--- src/rtl/mem_arb_pkg.sv ---
// Shared types and address-map constants for the Hack memory arbiter.
package mem_arb_pkg;

    typedef enum logic {
        ARB  = 1'b0,
        LOCK = 1'b1
    } arb_state_e;

    typedef enum logic {
        OWN_CPU = 1'b0,
        OWN_DMA = 1'b1
    } owner_e;

    localparam logic [14:0] SCREEN_BASE = 15'h4000;
    localparam logic [14:0] KBD_ADDR    = 15'h6000;
    localparam logic [14:0] WRITE_LIMIT = 15'h6000;

    // RAM and screen are writable; keyboard and everything above are not.
    function automatic logic is_writable(input logic [14:0] addr);
        return addr < WRITE_LIMIT;
    endfunction

endpackage

--- src/rtl/mem_arbiter_pick.sv ---
// Combinational winner selection between CPU (bit 0) and DMA (bit 1).
module arb_pick
    import mem_arb_pkg::*;
#(
    parameter bit CPU_PRIORITY = 1'b1
) (
    input  logic       [1:0] reqs,
    input  owner_e           last_winner,
    input  logic             starve_full,
    input  arb_state_e       state,
    output logic       [1:0] grant
);

    // One-hot grant: locked bursts exclude the CPU, ties honour starvation first.
    always_comb begin
        grant = 2'b00;
        if (state == LOCK) begin
            grant[1] = reqs[1];
        end else begin
            unique case (reqs)
                2'b01: grant = 2'b01;
                2'b10: grant = 2'b10;
                2'b11: begin
                    if (starve_full) begin
                        grant = 2'b10;
                    end else if (CPU_PRIORITY) begin
                        grant = 2'b01;
                    end else begin
                        grant = (last_winner == OWN_CPU) ? 2'b10 : 2'b01;
                    end
                end
                default: grant = 2'b00;
            endcase
        end
    end

endmodule

--- src/rtl/mem_arbiter.sv ---
// Two-port arbiter (CPU, DMA) in front of the single-port Hack memory map.
module mem_arbiter
    import mem_arb_pkg::*;
#(
    parameter int unsigned STARVE_MAX   = 4,
    parameter bit          CPU_PRIORITY = 1'b1
) (
    input  logic        clock,
    input  logic        reset_n,
    input  logic        cpu_req,
    input  logic        cpu_we,
    input  logic [14:0] cpu_addr,
    input  logic [15:0] cpu_wdata,
    output logic        cpu_gnt,
    output logic        cpu_rvalid,
    output logic [15:0] cpu_rdata,
    input  logic        dma_req,
    input  logic        dma_we,
    input  logic        dma_lock,
    input  logic [14:0] dma_addr,
    input  logic [15:0] dma_wdata,
    output logic        dma_gnt,
    output logic        dma_rvalid,
    output logic [15:0] dma_rdata,
    output logic [15:0] mem_in,
    output logic        mem_load,
    output logic [14:0] mem_address,
    input  logic [15:0] mem_out,
    output logic        wr_err
);

    localparam int unsigned SW = (STARVE_MAX < 1) ? 1 : $clog2(STARVE_MAX + 1);
    localparam logic [SW-1:0] SMAX = SW'(STARVE_MAX);

    arb_state_e    state_q;
    owner_e        last_q;
    owner_e        owner_q;
    logic [SW-1:0] starve_q;
    logic [14:0]   addr_q;
    logic          wr_err_q;
    logic          rvalid_q;
    logic [15:0]   cpu_rdata_q;
    logic [15:0]   dma_rdata_q;

    arb_state_e  state_eff;
    logic [1:0]  pick;
    logic [1:0]  grant;
    logic        any_gnt;
    logic        sel_we;
    logic [14:0] sel_addr;
    logic [15:0] sel_wdata;
    logic        write_ok;
    logic        rd_issue;
    logic        bad_write;

    // The cycle a lock or request drops is already arbitrated as ARB.
    always_comb begin
        state_eff = ((state_q == LOCK) && dma_req && dma_lock) ? LOCK : ARB;
    end

    arb_pick #(
        .CPU_PRIORITY (CPU_PRIORITY)
    ) u_pick (
        .reqs        ({dma_req, cpu_req}),
        .last_winner (last_q),
        .starve_full (starve_q == SMAX),
        .state       (state_eff),
        .grant       (pick)
    );

    // Grant mux and memory-side drive; grants are forced low while in reset.
    always_comb begin
        grant     = pick & {2{reset_n}};
        any_gnt   = |grant;
        sel_we    = grant[1] ? dma_we    : cpu_we;
        sel_addr  = grant[1] ? dma_addr  : cpu_addr;
        sel_wdata = grant[1] ? dma_wdata : cpu_wdata;
        write_ok  = is_writable(sel_addr);
        rd_issue  = any_gnt & ~sel_we;
        bad_write = any_gnt & sel_we & ~write_ok;

        cpu_gnt     = grant[0];
        dma_gnt     = grant[1];
        mem_load    = any_gnt & sel_we & write_ok;
        mem_address = any_gnt ? sel_addr : addr_q;
        mem_in      = any_gnt ? sel_wdata : 16'h0000;
        wr_err      = wr_err_q;
        cpu_rvalid  = rvalid_q & (owner_q == OWN_CPU);
        dma_rvalid  = rvalid_q & (owner_q == OWN_DMA);
        cpu_rdata   = cpu_rdata_q;
        dma_rdata   = dma_rdata_q;
    end

    // Arbitration FSM plus fairness bookkeeping.
    always_ff @(posedge clock or negedge reset_n) begin
        if (!reset_n) begin
            state_q  <= ARB;
            last_q   <= OWN_DMA;
            starve_q <= '0;
        end else begin
            state_q <= (grant[1] && dma_lock) ? LOCK : ARB;
            if (any_gnt) begin
                last_q <= grant[1] ? OWN_DMA : OWN_CPU;
            end
            if (grant[1] || !dma_req) begin
                starve_q <= '0;
            end else if (grant[0] && (starve_q != SMAX)) begin
                starve_q <= starve_q + 1'b1;
            end
        end
    end

    // Address hold, write-error pulse and read-return capture with owner tag.
    always_ff @(posedge clock or negedge reset_n) begin
        if (!reset_n) begin
            addr_q      <= '0;
            wr_err_q    <= 1'b0;
            rvalid_q    <= 1'b0;
            owner_q     <= OWN_CPU;
            cpu_rdata_q <= '0;
            dma_rdata_q <= '0;
        end else begin
            if (any_gnt) begin
                addr_q <= sel_addr;
            end
            wr_err_q <= bad_write;
            rvalid_q <= rd_issue;
            if (rd_issue) begin
                owner_q <= grant[1] ? OWN_DMA : OWN_CPU;
                if (grant[1]) begin
                    dma_rdata_q <= mem_out;
                end else begin
                    cpu_rdata_q <= mem_out;
                end
            end
        end
    end

endmodule

--- config.mk ---
export PLATFORM = sky130hd
export DESIGN_NAME = mem_arbiter
export DESIGN_NICKNAME = d
export VERILOG_FILES = /design/src/rtl/mem_arb_pkg.sv /design/src/rtl/mem_arbiter_pick.sv /design/src/rtl/mem_arbiter.sv
export SDC_FILE = /design/constraint.sdc
export NUM_CORES = 1
export LEC_CHECK = 0
export ABC_AREA = 1
export BUFFER_PORTS_ARGS = -buffer_cell sky130_fd_sc_hd__buf_2
export CORE_MARGIN = 2
export CORE_UTILIZATION = 47
export CTS_CLUSTER_SIZE = 10
export DETAILED_ROUTE_END_ITERATION = 10
export PLACE_DENSITY = 0.95
export SLEW_MARGIN = 15
export SYNTH_ARGS = -nofsm -noshare
export SYNTH_HDL_FRONTEND = slang
export SYNTH_SLANG_ARGS = --single-unit
export TNS_END_PERCENT = 20
--- constraint.sdc ---
create_clock -name clock -period 2.3 [get_ports clock]
set_input_delay 0 -clock clock [delete_from_list [all_inputs] [get_ports clock]]
set_output_delay 0 -clock clock [all_outputs]
set_load 0.02 [all_outputs]
==> metrics <==
die width 77.7 µm; # port buffers 153; Initial Util 49.4%; RSZ-0062 raised after global routing no; WS Path Type reg2reg; Clock Path Buffers 2; max-slew violations 0; ys async rst share 100%; Top FF cell, synth dfrtp_1; post-synth cell types 18; multiplexer area fraction after synthesis 0%; Hold Path Depth 5; Congestion Overflow GR 0; post-synthesis cell area 0.00255 mm²; Worst R2R Path Depth 10; CP Max Fanout 31; Final period util 92.1%; CTS Root Cell clkbuf_8; Leak Pwr 0.00234 µW; max cap viols 0; CTS buffer count 5; DRT Pass-1 Iters 4; Setup crit start kind flop; worst reg2reg setup slack 0.18 ns; register bit total from synthesis 54; initial DRC count 171; vias per inst 4.98; DR WL/cell 14.3 µm; antenna violations before repair 0; worst setup margin 0.182 ns; Synth Instances 332; Fin Setup TNS 0 ns; share of layout cells above drive strength 1 33.5%; Nets 612; Max-slew headroom 53.0%; most numerous cell in the Yosys netlist nand2_1; Synth Area in Compound Gates 0.637%; mean post-synth cell area 7.70 µm²; drt total wl 8520 µm; min Tclk post-route 2.12 ns; CTS sink cnt 54; H-Tree Depth 2; setup bufs post-CTS 0; # IOs 154; Syn Nets 419; hold crit path type in2reg; reg-to-reg endpoint addr_q[9]; Critical Path End Type flop; first-pass GRT wire length 13900 µm; final hold violations 0; Rows 26; GPL Wtd Cong 0.830; number of synthesis warnings 0; Worst EP arrival 2.36 ns; vias in the first global route 3034; FF-to-FF Start starve_q[0]; xor/xnor share of the synthesized area 0.343%; core box area 0.00517 mm²; slew of the pin with the lowest slew margin 0.703 ns; drt drc 0; CTS tree yes; Detailed Place HPWL 5540 µm; worst slack, placed 0.409 ns; Antenna diodes 0; post-synthesis simple-gate area fraction 39.8%; Die ar. 0.00604 mm²; WHS Endpoint wr_err; Power Density 658 mW/mm²; GRT Total Usage 29.3%; Hold Crit Start cpu_we; EDFF count, synth 0; fill cell count 367; Layout area overhead 52.5%; largest cells by area after synthesis dfrtp_1 53%, nand2_1 26%, nand3_1 11%; worst endpoint required time 2.55 ns; clock-pin slew on the worst setup and hold paths 0.10 ns; largest family of logic cells by synthesized area simple AND/OR/NAND/NOR gates; antenna-violating nets left 0; top post-synthesis cells by count 179 x nand2_1, 55 x nand3_1, 54 x dfrtp_1, 10 x inv_1, 8 x buf_2; via count 2971; highest clock rate 472 MHz; skew final 0.00758 ns; top-area cell type share of the netlist area 52.9%; Die Span Y 77.7 µm; final setup fails 0; Worst VDD drop 0.625 mV; worst-skew pair later-pin latency 0.31 ns; Yosys top cell by area dfrtp_1; largest net degree at the start of global routing 43; status finished clean; Seq/Total Area, Yosys 52.9%; adder-cell share of the synthesized area 0.979%
==> state kept, by name, summed over array words and instances (netlist names) <==
| signal | flops |
|---|---|
| cpu_rdata | 16 |
| addr_q | 15 |
| wr_err | 1 |
| state_q | 1 |
| starve_q | 3 |
| owner_q | 1 |
| dma_rdata | 16 |
| rvalid_q | 1 |
==> what timing repair did <==
action,4_1_cts,5_1_grt
gates resized for setup,0,6
endpoints found under the setup margin,0,18
hold endpoints to repair,58,0
hold buffers,45,0
==> power by group <==
group,switching [µW],internal [µW]
Clock,313,215
Combinational,529,329
Sequential,78.7,1100
==> layout make-up <==
cell class | instances | area, µm² | share of cell area (%)
Sequential cell | 54 | 1350 | 34.7
Clock buffer | 5 | 68.8 | 1.77
Clock inverter | 3 | 18.8 | 0.482
Timing Repair Buffer | 201 | 1240 | 31.8
Multi-Input combinational cell | 248 | 1070 | 27.4
Tap cell | 70 | 87.6 | 2.25
Inverter | 15 | 63.8 | 1.64
==> worst max-delay path, stage by stage, from the launching register on <==
cell	delay, ns
dfrtp_1	0.39
inv_1	0.07
ha_1	0.20
nand2_2	0.11
nand2_1	0.06
nand2_1	0.07
nand2_1	0.10
inv_6	0.22
nand2_1	0.12
nand3_1	0.13
dlygate4sd3_1	0.58
==> placed cells by master, fill, tap and decap left out, types with 2 or more instances in the layout <==
| master | instances |
|---|---|
| nand2_1 | 178 |
| buf_2 | 153 |
| nand3_1 | 55 |
| dfrtp_1 | 54 |
| dlygate4sd3_1 | 45 |
| inv_1 | 10 |
| clkbuf_8 | 5 |
| nand2_2 | 4 |
| nor2_1 | 4 |
| buf_4 | 3 |
| inv_6 | 2 |
| inv_2 | 2 |
| ha_1 | 2 |
| clkinv_2 | 2 |
==> kinds of logic after synthesis <==
family                   count (synthesis)
XOR/XNOR                                 1
buffers and inverters                   30
adder cells (fa/ha/maj)                  2
flip-flops                              54
AO/OA/AOI/OAI                            1
AND/OR/NAND/NOR                        244
==> per-stage QoR <==
step	std cells	util (%)	instance area, µm²	power (µW)	hold slack (ns)
final	596	75.4	3900	2560	0.0358
after CTS	596	75.2	3890	2550	0.0263
after global routing	596	75.4	3900	2700	0.0458
after global placement	543	64.8	3350	1920	-0.0877
after floorplan	332	-	2550	1620	-0.296
after detailed placement	543	64.8	3350	1950	-0.0839
==> per-layer routing <==
layer | GRT usage, % | part of all wire (%) | vias to the layer above
met1 | 33.8 | 38 | 1404
met4 | 14.5 | 3.4 | 0
met3 | 4.30 | 5.0 | 28
met2 | 52.8 | 53 | 123
li1 | - | - | 1416
met5 | 0 | 0 | -
==> how the worst max path moves through the flow <==
stage	from	cells past startpoint	slack (ns)	to
after global routing	starve_q[0]	10	0.02	addr_q[9]
after floorplan	starve_q[0]	9	0.74	addr_q[0]
after CTS	reset_n	9	0.04	addr_q[10]
after detailed placement	reset_n	8	0.41	cpu_rdata[2]
final	starve_q[0]	10	0.18	addr_q[9]
after global placement	starve_q[0]	10	0.51	cpu_rdata[12]
Note: power is estimated with default switching activity, not from simulation.
